`src/rtl/tile_noc_inject_arb.sv`:
```
// tile_noc_inject_arb
//   Per-tile injection arbiter in front of one source port of the tile mesh NoC.
//   NUM_REQ local requesters share the injection port. Arbitration is
//   round-robin, and the current owner may keep the port for up to MAX_BURST
//   consecutive beats. Beats leave through a registered valid/ready stage.
//
// Ports
//   clk, rstn            clock, asynchronous active-low reset
//   s_wvalid/s_wready    per-requester handshake; s_wready is one-hot or zero
//   s_wdata/s_port       per-requester payload and destination tile id
//   m_wvalid/m_wready    handshake toward the NoC injection port
//   m_wdata/m_port       registered payload and destination tile id
//   m_src                index of the requester that sourced the current beat
//   stat_sel             requester whose counters are shown (stats build only)
//   stat_beats           registered beat count of stat_sel (stats build only)
//   stat_stall           registered stall count of stat_sel (stats build only)
//
// Optional feature: define TILE_NOC_ARB_STATS_EN to add per-requester
// saturating beat and stall counters.
module tile_noc_inject_arb #(
  parameter int NUM_REQ       = 4,
  parameter int DATA_WIDTH    = 32,
  parameter int TILE_ID_WIDTH = 4,
  parameter int MAX_BURST     = 4
) (
  input  logic                                   clk,
  input  logic                                   rstn,
  input  logic [NUM_REQ-1:0]                     s_wvalid,
  output logic [NUM_REQ-1:0]                     s_wready,
  input  logic [NUM_REQ-1:0][DATA_WIDTH-1:0]     s_wdata,
  input  logic [NUM_REQ-1:0][TILE_ID_WIDTH-1:0]  s_port,
  output logic                                   m_wvalid,
  input  logic                                   m_wready,
  output logic [DATA_WIDTH-1:0]                  m_wdata,
  output logic [TILE_ID_WIDTH-1:0]               m_port,
  output logic [$clog2(NUM_REQ)-1:0]             m_src
`ifdef TILE_NOC_ARB_STATS_EN
  ,
  input  logic [$clog2(NUM_REQ)-1:0]             stat_sel,
  output logic [31:0]                            stat_beats,
  output logic [31:0]                            stat_stall
`endif
);

  localparam int IDX_W = $clog2(NUM_REQ);
  localparam int CNT_W = 4;

  typedef enum logic {IDLE = 1'b0, BURST = 1'b1} state_t;

  state_t             state, state_nxt;
  logic [IDX_W-1:0]   rr_ptr, rr_ptr_nxt;
  logic [IDX_W-1:0]   owner, owner_nxt;
  logic [CNT_W-1:0]   burst_cnt, burst_cnt_nxt;
  logic [IDX_W-1:0]   grant;
  logic               can_load;
  logic               keep_owner;
  logic               fire;

  function automatic logic [IDX_W-1:0] idx_inc(input logic [IDX_W-1:0] i);
    return (int'(i) == NUM_REQ - 1) ? '0 : i + IDX_W'(1);
  endfunction

  // First valid requester at or after start, wrapping modulo NUM_REQ.
  // Scanning from the far end lets the closest hit overwrite the others.
  function automatic logic [IDX_W-1:0] rr_pick(input logic [NUM_REQ-1:0] vld,
                                               input logic [IDX_W-1:0]   start);
    logic [IDX_W-1:0] pick;
    int               s;
    pick = start;
    for (int k = NUM_REQ - 1; k >= 0; k--) begin
      s = int'(start) + k;
      if (s >= NUM_REQ) s = s - NUM_REQ;
      if (vld[s]) pick = IDX_W'(s);
    end
    return pick;
  endfunction

  function automatic logic [31:0] sat_inc(input logic [31:0] c);
    return (c == '1) ? c : c + 32'd1;
  endfunction

  // Grant selection and next-state logic
  always_comb begin
    state_nxt     = state;
    rr_ptr_nxt    = rr_ptr;
    owner_nxt     = owner;
    burst_cnt_nxt = burst_cnt;
    s_wready      = '0;

    can_load   = !m_wvalid || m_wready;
    keep_owner = (state == BURST) && s_wvalid[owner] &&
                 (burst_cnt < CNT_W'(MAX_BURST));

    if (state == IDLE)   grant = rr_pick(s_wvalid, rr_ptr);
    else if (keep_owner) grant = owner;
    else                 grant = rr_pick(s_wvalid, idx_inc(owner));

    fire = can_load && s_wvalid[grant];
    if (rstn && fire) s_wready[grant] = 1'b1;

    if (can_load) begin
      if (fire) begin
        state_nxt = BURST;
        if (keep_owner) begin
          burst_cnt_nxt = burst_cnt + CNT_W'(1);
        end else begin
          // Rotating away, or re-granting a saturated owner with nobody else
          // waiting, both start a fresh burst.
          owner_nxt     = grant;
          burst_cnt_nxt = CNT_W'(1);
        end
      end else begin
        state_nxt     = IDLE;
        rr_ptr_nxt    = idx_inc(owner);
        burst_cnt_nxt = '0;
      end
    end
  end

  always_ff @(posedge clk or negedge rstn) begin
    if (!rstn) begin
      state     <= IDLE;
      rr_ptr    <= '0;
      owner     <= '0;
      burst_cnt <= '0;
    end else begin
      state     <= state_nxt;
      rr_ptr    <= rr_ptr_nxt;
      owner     <= owner_nxt;
      burst_cnt <= burst_cnt_nxt;
    end
  end

  // Output stage: registered beat toward the NoC
  always_ff @(posedge clk or negedge rstn) begin
    if (!rstn) begin
      m_wvalid <= 1'b0;
      m_wdata  <= '0;
      m_port   <= '0;
      m_src    <= '0;
    end else if (can_load) begin
      if (fire) begin
        m_wvalid <= 1'b1;
        m_wdata  <= s_wdata[grant];
        m_port   <= s_port[grant];
        m_src    <= grant;
      end else begin
        m_wvalid <= 1'b0;
      end
    end
  end

`ifdef TILE_NOC_ARB_STATS_EN
  logic [31:0] beats_cnt [NUM_REQ];
  logic [31:0] stall_cnt [NUM_REQ];

  always_ff @(posedge clk or negedge rstn) begin
    if (!rstn) begin
      for (int i = 0; i < NUM_REQ; i++) begin
        beats_cnt[i] <= '0;
        stall_cnt[i] <= '0;
      end
    end else begin
      for (int i = 0; i < NUM_REQ; i++) begin
        if (fire && (int'(grant) == i)) beats_cnt[i] <= sat_inc(beats_cnt[i]);
        if (s_wvalid[i] && !s_wready[i]) stall_cnt[i] <= sat_inc(stall_cnt[i]);
      end
    end
  end

  // Stats read stage: one-cycle registered view of the selected counters
  always_ff @(posedge clk or negedge rstn) begin
    if (!rstn) begin
      stat_beats <= '0;
      stat_stall <= '0;
    end else begin
      stat_beats <= beats_cnt[stat_sel];
      stat_stall <= stall_cnt[stat_sel];
    end
  end
`endif

endmodule

```
`config.mk`:
```
export PLATFORM = sky130hd
export DESIGN_NAME = tile_noc_inject_arb
export DESIGN_NICKNAME = d
export VERILOG_FILES = /design/src/rtl/tile_noc_inject_arb.sv
export SDC_FILE = /design/constraint.sdc
export NUM_CORES = 1
export LEC_CHECK = 0
export BUFFER_PORTS_ARGS = -buffer_cell sky130_fd_sc_hd__clkbuf_2
export CAP_MARGIN = 20
export CORE_AREA = 2 2 123 65
export DETAILED_ROUTE_END_ITERATION = 7
export DIE_AREA = 0 0 125 67
export GPL_TIMING_DRIVEN = 0
export PLACE_DENSITY = 0.91
export SYNTH_ARGS = -nofsm -noshare
export SYNTH_HDL_FRONTEND = slang
export SYNTH_SLANG_ARGS = --single-unit
```
`constraint.sdc`:
```
create_clock -name clk -period 6.2 [get_ports clk]
set_clock_uncertainty 0.2 [all_clocks]
set_input_delay 0.31 -clock clk [delete_from_list [all_inputs] [get_ports clk]]
set_output_delay 0.31 -clock clk [all_outputs]
set_load 0.02 [all_outputs]
```
==> results of run 1 <==
## metrics by stage
stage | cells | power, mW | util, % | setup WS, ps
6_report | 605 | 2.87 | 64.8 | 2230
5_1_grt | 605 | 3.09 | 64.8 | 2020
4_1_cts | 605 | 2.90 | 64.8 | 2270
3_5_place_dp | 596 | 2.63 | 62.8 | 2580
3_3_place_gp | 595 | 2.56 | 62.5 | 2630
2_1_floorplan | 306 | 2.13 | - | 2850
## how the worst min path moves through the flow
stage               slack (ps)            to         start  depth (start not counted)
floorplan                 -190  burst_cnt[0]          rstn                          0
global placement           270  burst_cnt[2]  burst_cnt[2]                          2
detailed placement         120     rr_ptr[1]          rstn                          1
CTS                        240     m_port[2]     s_port[2]                          4
global route               250     m_port[2]     s_port[2]                          4
finish                     230     m_port[2]     s_port[2]                          4
## flip-flops by register name, indices dropped and copies added (netlist names)
signal	count
m_wdata	32
burst_cnt	4
m_port	4
m_src	2
owner	2
rr_ptr	2
m_wvalid	1
## cell type report
cell class	count	area [um2]	area share [%]
Buffer	23	123	2.62
Sequential cell	47	1180	25.2
Tap cell	96	120	2.57
Clock buffer	7	133	2.84
Multi-Input combinational cell	226	2080	44.6
Inverter	10	37.5	0.803
Clock inverter	1	5.00	0.107
Timing Repair Buffer	195	996	21.3
## kinds of logic after synthesis
family                   Yosys count  share of synthesized area [%]
AO/OA/AOI/OAI                     29                           7.06
adder cells (fa/ha/maj)            2                          0.732
buffers and inverters             33                           4.68
flip-flops                        47                           34.4
multiplexers                     151                           46.0
AND/OR/NAND/NOR                   44                           7.10
## worst max-delay path, stage by stage, from the launching register on
cell      delay [ps]
dfrtp_1          440
ha_1             410
nor2b_1          170
o311ai_0         420
a32oi_1          210
and2_1           200
buf_2            180
o221a_2          330
nor3_4           250
buf_4            230
and3b_1          170
clkbuf_2         170
## report_power, final
| group | leakage (nW) | switching, mW | internal (mW) |
|---|---|---|---|
| Combinational | 1.87 | 1.12 | 0.939 |
| Clock | 0.0679 | 0.105 | 0.149 |
| Sequential | 0.559 | 0.0804 | 0.476 |
| Total | 2.50 | 1.31 | 1.56 |
## timing repair
| action | CTS | global route |
|---|---|---|
| hold endpoints to repair | 19 | 0 |
| setup buffers | 0 | 0 |
| hold buffers | 1 | 0 |
| gates resized for setup | 0 | 0 |
| endpoints found under the setup margin | 0 | 0 |
## layer usage
metal / up-vias / part of all wire [%] / GRT usage, %
met4: 0 / 1.8 / 7.36
met5: - / 0 / 0
met3: 20 / 4.6 / 4.90
met1: 1536 / 41 / 25.4
li1: 1534 / - / -
met2: 86 / 53 / 41.5
## placed cells by master (no fill, tap or decap), types with 3 or more instances in the layout
master,synthesis,routed
nand2_1,13,13
clkbuf_2,0,193
buf_2,14,14
dfrtp_1,47,47
clkbuf_16,0,5
a21oi_1,3,3
mux2_2,4,4
mux2_1,36,36
nor2_1,6,6
buf_4,5,5
nand2b_1,7,7
o22ai_1,3,3
nor2b_1,5,5
clkbuf_1,4,6
o21ai_0,3,3
inv_1,10,10
and2_1,3,3
mux2i_1,110,110
==> flow_summary.yaml, run 1 <==
floorplan:
  ios: 194
  die_h_um: 67
  coreArea_um2: 7210
  die_x_um: 125
  row_count: 22
  die_area_um2: 8380
  start_util_pct: 47.4
detailed_routing:
  drc: 0
  dr.pass1.iters: 4
  vias: 3176
  wl_um: 9380
  vias_per_cell: 5.25
  dr.first_iter.drc_count: 119
  ant_nets: 0
  wl_per_cell_um: 15.5
cells_and_area:
  final_area_um2: 4670
  n_antenna_cell: 0
  layout.nets: 661
  n_fill_cell: 596
  final_layout_size_suffix_gt1_share_pct: 45.2
  area_growth_pct: 36.7
clocking:
  cts_tree: "built"
  cts-buffers-inserted: 5
  cts-htree-levels: 2
  clk_pin_slew_ps: 60
  clockBufferDepth: 2
  cts-root-buf: "clkbuf_16"
  insertion_delay_ps: 280
  numClockSinks: 47
setup_path:
  crit_end: "s_wready[1]"
  reg2reg_from: "owner[1]"
  end_kind: "output pin"
  reg2reg_depth: 10
  ff2ff_setup_slack_ps: 2680
  startpoint: "owner[1]"
  critPathMaxFanout: 10
  r2r_end: "m_wdata[11]"
  arrival_ps: 3460
  critPathLaunchType: "flop"
  critical_path_required_ps: 5690
  worstSetupPathType: "flop to output pin"
global_routing:
  grt_overflow: 0
  track_usage_pct: 22.1
  grt_max_degree: 31
  antenna_found_initial: 0
  grt_pass1_vias: 3116
  grt_pass1_wl_um: 14900
job:
  cap_violations: 0
timing:
  rsz0062_at_grt: "no"
  setup_viol: 0
  min_period_over_period_pct: 64.0
  layout_min_cycle_time_ps: 3970
  fmax_ghz: 0.252
  holdWs_ps: 235
  slew_headroom_pct: 52.5
  tightestPinTransition_ps: 710
  drv_slew: 0
  finalSetupTns_ps: 0
  hold_violations: 0
synthesis:
  syn-cell-area_um2: 3420
  synthesis.nets: 459
  postSynthAreaPerCell_um2: 11.2
  netlist_top_cells_count: "mux2i_1 (110), dfrtp_1 (47), mux2_1 (36)"
  synth_edf_count: 0
  ys_seq_elements: 47
  yosys_most_used_dff: "dfrtp_1"
  yosys_warnings: 0
  async_flop_share_pct: 100
  synth.most_common_cell: "mux2i_1"
  synth_top_area_share_pct: 34.4
  synthTopCellsByArea: "dfrtp_1 (34%), mux2i_1 (32%), mux2_1 (12%)"
  yosysSeqAreaShare_pct: 34.4
  synthCells: 306
  synth_top_area_cell: "dfrtp_1"
  synth.distinct_cells: 44
power_and_ir_drop:
  cellPowerDensity_nw_per_um2: 615
  worst_ir_drop_vdd_mv: 0.319
  cellLeakagePower_nw: 2.50
placed_design:
  port_buffers: 193
  hpwl_um: 7690
  placed_cell_area_um2: 4530
  place_congestion: 0.877
hold_path:
  hold_path_class: "primary input to flop"
run_status:
  status: "completed"
(Power assumes the default switching activity.)
==> run 2: changes to the inputs <==
- CORE_AREA: 2 2 123 65 -> 2 2 133 70
- DIE_AREA: 0 0 125 67 -> 0 0 135 72
- PLACE_DENSITY: 0.91 -> 0.83
- clock period: 6.2 -> 3.3 ns (I/O delays scaled with it)
==> run 2 against run 1 <==
Compared with the run above: sequential power increased by 91%; final cell count is 5.0% higher; flip-flop and latch count unchanged; utilization down 6.9 points; largest cell class unchanged; critical endpoint unchanged.
==> flow_summary.yaml, run 2 (same netlist as run 1, synthesis figures left out) <==
job:
  cap_violations: 0
timing:
  setup_slack_ps: 28.9
  tightestPinTransition_ps: 765
  setup_viol: 0
  slew_headroom_pct: 48.8
  hold_violations: 0
  layout_min_cycle_time_ps: 3270
  drv_slew: 0
  fmax_ghz: 0.306
  finalSetupTns_ps: 0
  min_period_over_period_pct: 99.1
  rsz0062_at_grt: "yes"
global_routing:
  grt_max_degree: 35
  use_met1_pct: 23.7
  grt_overflow: 0
  grt_pass1_wl_um: 15600
  busiest_layer: "met2"
  use_met2_pct: 37.3
  antenna_found_initial: 0
  use_met3_pct: 3.77
  track_usage_pct: 19.9
  grt_pass1_vias: 3256
placed_design:
  place_congestion: 0.896
  placed_cell_area_um2: 4550
  place_ws_ps: -188
  hpwl_um: 7770
  port_buffers: 193
power_and_ir_drop:
  internal_power_mw: 3.35
  worst_ir_drop_vdd_mv: 0.543
  combPwrFrac_pct: 71.2
  cellLeakagePower_nw: 2.60
  seqPwrFrac_pct: 17.9
  switching_power_mw: 2.56
  p_clk_share_pct: 10.9
  totalPowerFinal_mw: 5.91
  sw_frac_of_total_pct: 43.4
  cellPowerDensity_nw_per_um2: 1200
detailed_routing:
  ant_nets: 0
  dr.pass1.iters: 4
  vias_per_cell: 5.15
  wl_um: 9880
  dr.first_iter.drc_count: 211
  drc: 0
  vias: 3268
  wl_per_cell_um: 15.6
cells_and_area:
  layout_common_cells: "clkbuf_2 (191), mux2i_1 (110), dfrtp_1 (46), mux2_1 (36), nand2_1 (13)"
  regMostFlops: "m_wdata"
  final_area_um2: 4940
  final_layout_size_suffix_gt1_share_pct: 47.7
  n_antenna_cell: 0
  final_common_cell: "clkbuf_2"
  layout.nets: 670
  n_fill_cell: 744
  largest_reg_flops: 32
  area_growth_pct: 44.3
  top_regs: "m_wdata x32, burst_cnt x4, m_port x4"
setup_path:
  end_kind: "output pin"
  critical_path_required_ps: 2930
  cp_cell_sequence: "ha_4 -> nor2b_1 -> o311ai_2 -> a32oi_2 -> and2_4 -> buf_8 -> o221a_4 -> nor3_4 -> buf_6 -> and3b_1 -> buf_6"
  crit_top_cell: "buf_6"
  critPathLaunchType: "flop"
  max_stage_delay_ps: 460
  critPathMaxFanout: 8
  crit_path_top_delay_cell: "dfrtp_2"
  arrival_ps: 2910
  worstSetupPathType: "flop to output pin"
run_status:
  status: "completed"
hold_path:
  hold_path_class: "primary input to flop"
floorplan:
  die_area_um2: 9720
  row_count: 24
  die_x_um: 135
  start_util_pct: 40.1
  coreArea_um2: 8530
  ios: 194
  die_h_um: 72
clocking:
  cts-root-buf: "clkbuf_16"
  cts-htree-levels: 2
  cts-buffers-inserted: 5
  cts_tree: "built"
  clk_pin_slew_ps: 70
  clockBufferDepth: 2
  numClockSinks: 47
  insertion_delay_ps: 280
[run 2: cell count changes in the layout (fill, tap and decap cells not counted), moves of 2 or more]
cell       before  now
clkbuf_1        6    3
clkbuf_2      193  191
buf_4           5   10
buf_2          14    9
buf_6           0    9
clkbuf_4        0    2
bufinv_16       0    2
[run 2: what timing repair did]
item | in CTS | in global routing
setup endpoints to repair | 42 | 39
resized for setup | 15 | 19
gates cloned | 0 | 0
buffers inserted | 4 | 5
hold buffers | 1 | 0
pin swaps | 2 | 8
hold endpoints to repair | 15 | 0
[run 2: critical path: cells and delay by family (launching register included)]
| kind | cells | cell delay (ps) |
|---|---|---|
| compound gates | 3 | 810 |
| fa+ha+maj | 1 | 330 |
| buf+inv | 3 | 390 |
| simple gates | 4 | 620 |
| flops | 1 | 460 |
[run 2: final timing paths]
check / start / end / slack (ps) / cells past startpoint
max in group asynchronous: rstn / owner[1] / 2200 / 3
min: s_port[2] / m_port[2] / 90 / 4
min in group asynchronous: rstn / m_wdata[18] / 160 / 2
max reg2reg: owner[1] / m_wdata[25] / 130 / 11
min reg2reg: m_wdata[14] / m_wdata[14] / 290 / 1
max: owner[1] / s_wready[1] / 30 / 11
[run 2: layout make-up]
type	count	area, um2	share of cell area [%]
buffer	23	170	3.45
clock buffer	5	125	2.53
clock inverter	3	67.6	1.37
inverter	10	37.5	0.760
multi-input combinational	226	2130	43.2
sequential	47	1180	23.9
tap	117	146	2.97
timing repair buffer	204	1080	21.9
[run 2: metal layers]
layer / up-vias / share of wire, %
li1: 1552 / -
met2: 95 / 53
met4: 0 / 1.7
met3: 18 / 4.8
met5: - / 0
met1: 1603 / 40
[run 2: stage by stage]
stage               hold WS [ps]  utilization [%]  instances
floorplan                   -331                -        306
global placement             264             53.1        616
detailed placement         -65.6             53.4        617
CTS                         88.9             56.7        630
global route                 111             57.9        635
finish                      87.5             57.9        635
[run 2: power groups by stage]
stage / clock network, mW / logic, mW / registers [mW]
after global placement: 0 / 3.80 / 1.04
after detailed placement: 0 / 3.89 / 1.06
after global routing: 0.687 / 4.57 / 1.09
after floorplan: 0 / 2.65 / 1.34
after CTS: 0.666 / 4.05 / 1.05
final: 0.647 / 4.21 / 1.06
